===== src/rtl/game_flow_controller.sv =====
// Top-level game sequencer for the pinball design.
// Walks title -> serve -> play -> level-up / game-over -> title, tracks lives
// and level, selects the screen for the drawing mux, gates ball physics and
// pulses a ball respawn. All dwell times are counted in video frames.
module game_flow_controller #(
    parameter int LIVES           = 3,
    parameter int MAX_LEVEL       = 3,
    parameter int RESPAWN_FRAMES  = 60,
    parameter int LEVELUP_FRAMES  = 120,
    parameter int GAMEOVER_FRAMES = 180,
    parameter int CNT_W           = 8,
    localparam int LIVES_W        = $clog2(LIVES + 1),
    localparam int LEVEL_W        = $clog2(MAX_LEVEL + 1)
) (
    input  logic               clk,
    input  logic               resetN,
    input  logic               startOfFrame,
    input  logic               key0IsPressed,
    input  logic               ballLost,
    input  logic               levelCleared,
    output logic [1:0]         screenSel,
    output logic               start,
    output logic               gameActive,
    output logic               ballRespawn,
    output logic               gameWon,
    output logic [LIVES_W-1:0] livesLeft,
    output logic [LEVEL_W-1:0] level
);

    // Game states; encoding kept as plain constants for compatibility with
    // the older start-screen code that decoded the state register directly.
    localparam logic [2:0] IDLE      = 3'd0;
    localparam logic [2:0] SERVE     = 3'd1;
    localparam logic [2:0] PLAY      = 3'd2;
    localparam logic [2:0] LEVEL_UP  = 3'd3;
    localparam logic [2:0] GAME_OVER = 3'd4;

    // Screen codes understood by the drawing mux.
    localparam logic [1:0] SCR_TITLE    = 2'd0;
    localparam logic [1:0] SCR_GAME     = 2'd1;
    localparam logic [1:0] SCR_LEVELUP  = 2'd2;
    localparam logic [1:0] SCR_GAMEOVER = 2'd3;

    // Last frame index of each timed state: exit happens on the frame pulse
    // that finds the counter here, giving a dwell of exactly N frames.
    localparam logic [CNT_W-1:0] RESPAWN_LAST  = CNT_W'(RESPAWN_FRAMES - 1);
    localparam logic [CNT_W-1:0] LEVELUP_LAST  = CNT_W'(LEVELUP_FRAMES - 1);
    localparam logic [CNT_W-1:0] GAMEOVER_LAST = CNT_W'(GAMEOVER_FRAMES - 1);

    localparam logic [LIVES_W-1:0] LIVES_FULL = LIVES_W'(LIVES);
    localparam logic [LIVES_W-1:0] LIVES_ONE  = LIVES_W'(1);
    localparam logic [LEVEL_W-1:0] LEVEL_ONE  = LEVEL_W'(1);
    localparam logic [LEVEL_W-1:0] LEVEL_MAX  = LEVEL_W'(MAX_LEVEL);

    logic [2:0]         state_q, state_d;
    logic [CNT_W-1:0]   frame_cnt_q, frame_cnt_d;
    logic [LIVES_W-1:0] lives_q, lives_d;
    logic [LEVEL_W-1:0] level_q, level_d;
    logic               won_q, won_d;
    logic               respawn_q, respawn_d;
    logic               key_d_q;
    logic               key_rise;
    logic               timed_state;
    logic               frame_last;

    // Start-key rising edge; key_d_q resets high so a key held through reset
    // is not mistaken for a fresh press.
    assign key_rise = key0IsPressed & ~key_d_q;

    // Frame counting only runs in the states that have a fixed dwell time.
    assign timed_state = (state_q == SERVE) || (state_q == LEVEL_UP) ||
                         (state_q == GAME_OVER);

    // Decode whether the counter sits on the last frame of the current state.
    always_comb begin
        frame_last = 1'b0;
        case (state_q)
            SERVE:     frame_last = (frame_cnt_q == RESPAWN_LAST);
            LEVEL_UP:  frame_last = (frame_cnt_q == LEVELUP_LAST);
            GAME_OVER: frame_last = (frame_cnt_q == GAMEOVER_LAST);
            default:   frame_last = 1'b0;
        endcase
    end

    // Next-state, lives, level and win-flag logic.
    always_comb begin
        state_d = state_q;
        lives_d = lives_q;
        level_d = level_q;
        won_d   = won_q;
        case (state_q)
            IDLE: begin
                if (key_rise) begin
                    state_d = SERVE;
                end
            end
            SERVE: begin
                if (startOfFrame && frame_last) begin
                    state_d = PLAY;
                end
            end
            PLAY: begin
                // A cleared level outranks a lost ball in the same cycle, so
                // the ball that fell as the last target was hit is forgiven.
                if (levelCleared) begin
                    if (level_q == LEVEL_MAX) begin
                        state_d = GAME_OVER;
                        won_d   = 1'b1;
                    end else begin
                        state_d = LEVEL_UP;
                        level_d = level_q + LEVEL_ONE;
                    end
                end else if (ballLost) begin
                    if (lives_q == LIVES_ONE) begin
                        lives_d = '0;
                        state_d = GAME_OVER;
                        won_d   = 1'b0;
                    end else begin
                        lives_d = lives_q - LIVES_ONE;
                        state_d = SERVE;
                    end
                end
            end
            LEVEL_UP: begin
                if (startOfFrame && frame_last) begin
                    state_d = SERVE;
                end
            end
            GAME_OVER: begin
                if (startOfFrame && frame_last) begin
                    state_d = IDLE;
                end
            end
            default: begin
                state_d = IDLE;
            end
        endcase
        // The title screen always holds a fresh game, including on the very
        // cycle it is entered, so no stale score is shown there.
        if (state_d == IDLE) begin
            lives_d = LIVES_FULL;
            level_d = LEVEL_ONE;
            won_d   = 1'b0;
        end
    end

    // Frame counter: cleared on every state change, advanced on frame pulses
    // only while in a timed state.
    always_comb begin
        frame_cnt_d = frame_cnt_q;
        if (state_d != state_q) begin
            frame_cnt_d = '0;
        end else if (startOfFrame && timed_state) begin
            frame_cnt_d = frame_cnt_q + CNT_W'(1);
        end
    end

    // Respawn pulse fires on the SERVE -> PLAY transition only.
    assign respawn_d = (state_q == SERVE) && (state_d == PLAY);

    // State and game-progress registers with asynchronous active-low reset.
    always_ff @(posedge clk or negedge resetN) begin
        if (!resetN) begin
            state_q     <= IDLE;
            frame_cnt_q <= '0;
            lives_q     <= LIVES_FULL;
            level_q     <= LEVEL_ONE;
            won_q       <= 1'b0;
            respawn_q   <= 1'b0;
            key_d_q     <= 1'b1;
        end else begin
            state_q     <= state_d;
            frame_cnt_q <= frame_cnt_d;
            lives_q     <= lives_d;
            level_q     <= level_d;
            won_q       <= won_d;
            respawn_q   <= respawn_d;
            key_d_q     <= key0IsPressed;
        end
    end

    // Moore output decode from the state register.
    always_comb begin
        screenSel = SCR_TITLE;
        case (state_q)
            IDLE:      screenSel = SCR_TITLE;
            SERVE:     screenSel = SCR_GAME;
            PLAY:      screenSel = SCR_GAME;
            LEVEL_UP:  screenSel = SCR_LEVELUP;
            GAME_OVER: screenSel = SCR_GAMEOVER;
            default:   screenSel = SCR_TITLE;
        endcase
    end

    assign start       = (state_q != IDLE);
    assign gameActive  = (state_q == PLAY);
    assign ballRespawn = respawn_q;
    assign gameWon     = won_q;
    assign livesLeft   = lives_q;
    assign level       = level_q;

endmodule


===== config.mk =====
export PLATFORM = sky130hd
export DESIGN_NAME = game_flow_controller
export DESIGN_NICKNAME = d
export VERILOG_FILES = /design/src/rtl/game_flow_controller.sv
export SDC_FILE = /design/constraint.sdc
export NUM_CORES = 1
export LEC_CHECK = 0
export BUFFER_PORTS_ARGS = -buffer_cell sky130_fd_sc_hd__buf_2
export CAP_MARGIN = 30
export CORE_MARGIN = 2
export CORE_UTILIZATION = 30
export CTS_CLUSTER_DIAMETER = 120
export DETAILED_ROUTE_END_ITERATION = 16
export PLACE_DENSITY_LB_ADDON = 0.2
export SLEW_MARGIN = 25
export SYNTH_ARGS = -nofsm -noshare
export SYNTH_HDL_FRONTEND = slang
export SYNTH_SLANG_ARGS = --single-unit

===== constraint.sdc =====
create_clock -name clk -period 2.5 [get_ports clk]
set_clock_uncertainty 0.2 [all_clocks]
set_input_delay 0.125 -clock clk [delete_from_list [all_inputs] [get_ports clk]]
set_output_delay 0.125 -clock clk [all_outputs]
set_load 0.1 [all_outputs]

# Word level (Yosys, flattened, before mapping)
# Index checks and enable logic that the tools add are counted.
[op_classes]
addsub = 3
eq_ne = 14
n_mux = 28
bitwise_logic = 2
n_reduce_logical = 18
[op_table]
columns = ["operator", "count"]
rows = [
  ["two-way mux 3 bit", 8],
  ["two-way mux 2 bit", 9],
  ["two-way mux 8 bit", 2],
  ["one-hot mux 3 bit (5 select lines)", 1],
  ["== test 3 x 2 -> 1 bit, second input constant", 3],
  ["nonzero test 3 bit", 3],
  ["adder 8 x 1 -> 8 bit, second input constant", 1],
  ["== test 8 x 6 -> 1 bit, second input constant", 1],
  ["== test 8 x 7 -> 1 bit, second input constant", 1],
  ["== test 8 bit, second input constant", 1],
  ["nonzero test 2 bit", 4],
  ["logical NOT 3 bit", 2],
  ["two-way mux 1 bit", 6],
  ["one-hot mux 2 bit (3 select lines)", 1],
  ["AND reduction 3 bit", 2],
  ["inequality test 2 x 1 -> 1 bit, second input constant", 2],
  ["AND reduction 4 bit", 1],
  ["== test 3 x 1 -> 1 bit, second input constant", 1],
  ["== test 3 bit, second input constant", 1],
  ["logical AND 1 bit", 3],
  ["inequality test 3 x 1 -> 1 bit, second input constant", 1],
  ["inequality test 3 bit", 1],
  ["one-hot mux 1 bit (3 select lines)", 1],
  ["adder 2 x 1 -> 2 bit, second input constant", 1],
  ["7 further kinds", 8],
]
[totals]
ff_bits = 18
inputBits = 6
out_inout_bits = 10
elab_cells = 72

# Logic depth before layout (Yosys ltp)
[logic_depth]
word_depth = 8
depth_mapped = 7
ltp_nobuf = 6

# Least setup slack after synthesis
# OpenSTA, ideal clock, no wires.
[synth_timing]
kind = "reg-to-output"
startpoint = "reg state_q[0]"
endpoint = "out screenSel[0]"
arrival_time_ns = 2.981
required_time_ns = 2.175
setup_slack_ns = -0.806
stages_incl_launch_ff = 4
n_path_buf = 1
cell_sequence = "dfrtp_1 > clkbuf_1 > xnor2_1 > o21ai_0"
[synth_between]
elab_chain_len = 3
word_cells_on_any_way = 6
cone_classes = "eq/ne: 4; mux: 1; reduce/logical: 1"
[synth_lines]
columns = ["element", "line_no", "source"]
rows = [
  ["from (decl)", "55", "logic [2:0] state_q, state_d;"],
  ["from (signal assigned)", "172", "state_q <= state_d;"],
  ["== test 3 x 2 -> 1 bit / == test 3 x 1 -> 1 bit (equally long branches)", "185", "case (state_q)"],
  ["OR reduction 2 bit (no line)", "n/a", ""],
  ["one-hot mux 2 bit (3 select lines) *", "185", ""],
  ["to (decl)", "21", "output logic [1:0] screenSel,"],
]
# Every way passes the cells marked *; elsewhere a longest branch is shown, timed or not.

# Worst setup path after layout
[layout_timing]
startpoint = "reg state_q[1]"
endpoint = "out gameActive"
[layout_between]
elab_chain_len = 1
[layout_lines]
columns = ["element", "line_no", "source"]
rows = [
  ["== test 3 x 2 -> 1 bit", "196", "assign gameActive = (state_q == PLAY);"],
  ["to (decl)", "23", "output logic gameActive,"],
]
# Every way passes these cells.

==> results.yml <==
run_status:
  outcome: "completed"
clock_tree:
  htree_levels: 1
  clockBufferDepth: 2
  cts_root_buf: "clkbuf_8"
  clock_sinks: 18
  cts_tree: "built"
  path_clk_slew_ns: 0.07
  cts-buffers-inserted: 3
  clk_latency_ns: 0.25
place:
  dp_slack_ns: 0.2092
  placed_area_um2: 1281
  place.gp.congestion: 0.7799
  hpwl_um: 1741
  port_buffers: 15
floorplanning:
  core_um2: 3689
  die_w_um: 66.11
  die_area_um2: 4371
  pin_count: 16
  die_h_um: 66.11
  initial_core_util: 0.3138
  placementRows: 22
drt:
  dr.pass1.iters: 4
  wire_per_inst_um: 12.85
  num_vias: 886
  drtIter0Drc: 59
  antenna_left: 0
  drc: 0
  routed_wl_um: 2338
  vias_per_cell: 4.868
yosys:
  synth_nets: 123
  yosysSeqAreaShare: 0.3935
  synth.distinct_cells: 42
  yosys_warnings: 0
  netlist_area_um2: 1157
  ys_seq_elements: 18
  syn_avg_cell_area_um2: 10.15
  synth_flop_cell: "dfrtp_1"
  synth_async_sr_flop_share: 1.000
  synth_edf_count: 0
  syn_inst: 114
sta:
  setup_violations: 0
  tightest_slew_ns: 0.4756
  drv_slew: 0
  min_period_ns: 2.324
  hold_violations: 0
  rsz0062_at_grt: "no"
  max_slew_margin: 0.6823
  holdWs_ns: 0.1344
  finalSetupTns_ns: 0
  finalWorstSetupSlack_ns: 0.1765
  finalCritPeriodShare: 0.9294
  fmaxAchievable_mhz: 430.4
layout:
  synthToLayoutAreaGrowth_pct: 18.05
  fill_cells: 397
  nets: 144
  antenna_cells: 0
  drive_gt1_frac: 0.3284
  final_cell_area_um2: 1366
pwr:
  seqPwrFrac: 0.491
  intPower_mw: 0.5804
  p_clk_frac: 0.284
  pwr-share-comb: 0.224
  swShare: 0.3246
  power.density_nw_per_um2: 628.9
  p_switching_mw: 0.2789
  p_leak_nw: 0.6275
  ir_worst_vdd_mv: 0.2160
  power_mw: 0.8593
global_routing:
  grt_antenna_before_repair: 0
  grt_max_degree: 19
  track_usage: 0.1245
  grt.overflow.total: 0
  grt_pass1_vias: 895
  grt_first_pass_wirelength_um: 4167
min_path:
  hold_class: "in -> async"
setup_path:
  end_kind: "primary output"
  crit_arrival_ns: 2.00
  critPathLaunchType: "flip-flop"
  reg2regPathDepth: 6
  required_ns: 2.17
  crit_type: "reg -> out"
  cp_max_fo: 9
run:
  cap_violations: 0
## worst paths after layout
path | from | slack [ns] | to
setup / recovery | state_q[1]$_DFF_PN0_ | 0.18 | gameActive
hold / removal | resetN | 0.13 | frame_cnt_q[2]$_DFFE_PN0P_
setup reg to reg | state_q[2]$_DFF_PN0_ | 0.23 | frame_cnt_q[5]$_DFFE_PN0P_
hold reg to reg | gameWon$_DFFE_PN0P_ | 0.35 | gameWon$_DFFE_PN0P_
max in group asynchronous | resetN | 1.64 | livesLeft[0]$_DFFE_PN1P_
min in group clk | startOfFrame | 0.14 | frame_cnt_q[5]$_DFFE_PN0P_
## cell families after synthesis
kind of cell,after synthesis,synth area share
AND/OR/NAND/NOR,48,0.2660
AO/OA/AOI/OAI,24,0.1643
flip-flops,18,0.3935
XOR/XNOR,10,0.07567
buffers and inverters,8,0.04216
multiplexers,3,0.02595
adder cells (fa/ha/maj),3,0.03244
## metrics by stage
| stage | std cells | utilization |
|---|---|---|
| after global placement | 175 | 0.3474 |
| after detailed placement | 175 | 0.3474 |
| after global routing | 182 | 0.3704 |
| after CTS | 182 | 0.3704 |
| after floorplan | 114 | - |
| final | 182 | 0.3704 |
## cell usage after synthesis (all sizes together) (2+ instances only)
cell | instances | area share
nand2b | 4 | 0.022
a21oi | 6 | 0.026
mux2i | 3 | 0.026
o21a | 3 | 0.019
inv | 3 | 0.0097
nor3 | 2 | 0.0086
nand3b | 4 | 0.037
nor2b | 3 | 0.016
xnor2 | 4 | 0.030
o21ai | 4 | 0.021
dfstp | 4 | 0.091
a2111oi | 2 | 0.026
a211o | 2 | 0.015
nand4 | 3 | 0.016
ha | 3 | 0.032
buf | 3 | 0.026
nand2 | 6 | 0.019
nor2 | 13 | 0.059
dfrtp | 14 | 0.30
nor3b | 4 | 0.030
and3 | 2 | 0.011
xor2 | 6 | 0.045
clkbuf | 2 | 0.0065
## power by group through the flow
| stage | registers (mW) | logic (mW) | clock network [mW] |
|---|---|---|---|
| floorplan | 0.407 | 0.158 | 0 |
| global placement | 0.424 | 0.188 | 0 |
| detailed placement | 0.426 | 0.192 | 0 |
| CTS | 0.423 | 0.197 | 0.252 |
| global route | 0.436 | 0.226 | 0.274 |
| finish | 0.422 | 0.193 | 0.244 |
## state kept, by name, summed over array words and instances, names as in the netlist
name	cells
ballRespawn	1
frame_cnt_q	8
gameWon	1
key_d_q	1
level	2
livesLeft	2
state_q	3
## worst max-delay path, stage by stage, from the launching register on
cell and delay [ns]:
dfrtp_1 0.55, buf_4 0.23, nand2b_1 0.08, or2_2 0.31
inv_1 0.13, buf_2 0.45
## final cells by class
| cell class | instances | area, µm² | area share |
|---|---|---|---|
| Tap cell | 48 | 60.06 | 0.04396 |
| Sequential cell | 18 | 455.4 | 0.3333 |
| Clock buffer | 4 | 55.05 | 0.04029 |
| Inverter | 3 | 11.26 | 0.008242 |
| Timing Repair Buffer | 21 | 127.6 | 0.09341 |
| Multi-Input combinational cell | 88 | 656.9 | 0.4808 |
## layer usage
layer	wire length (µm)	vias to the layer above	track usage
li1	-	451	-
met1	1175	425	0.1661
met2	1087	8	0.1975
met3	48	2	0.02044
met4	27	0	0.05357
met5	0	-	0
## cell usage in the layout (no fill, tap or decap), types with 4 or more instances in the layout
| cell | instances |
|---|---|
| nand2_1 | 6 |
| dfrtp_1 | 14 |
| xnor2_1 | 4 |
| dfstp_2 | 4 |
| a21oi_1 | 6 |
| clkbuf_8 | 4 |
| buf_2 | 15 |
| xor2_1 | 6 |
| nor2_2 | 8 |
| nand2b_1 | 4 |
| nor2_1 | 5 |
## repair_timing
item | in CTS | in global routing
hold buffers | 3 | 0
endpoints found under the hold margin | 20 | 0
buffers inserted | 0 | 0
resized for setup | 0 | 0
setup endpoints to repair | 0 | 0
Note: power is estimated with default switching activity, not from simulation.
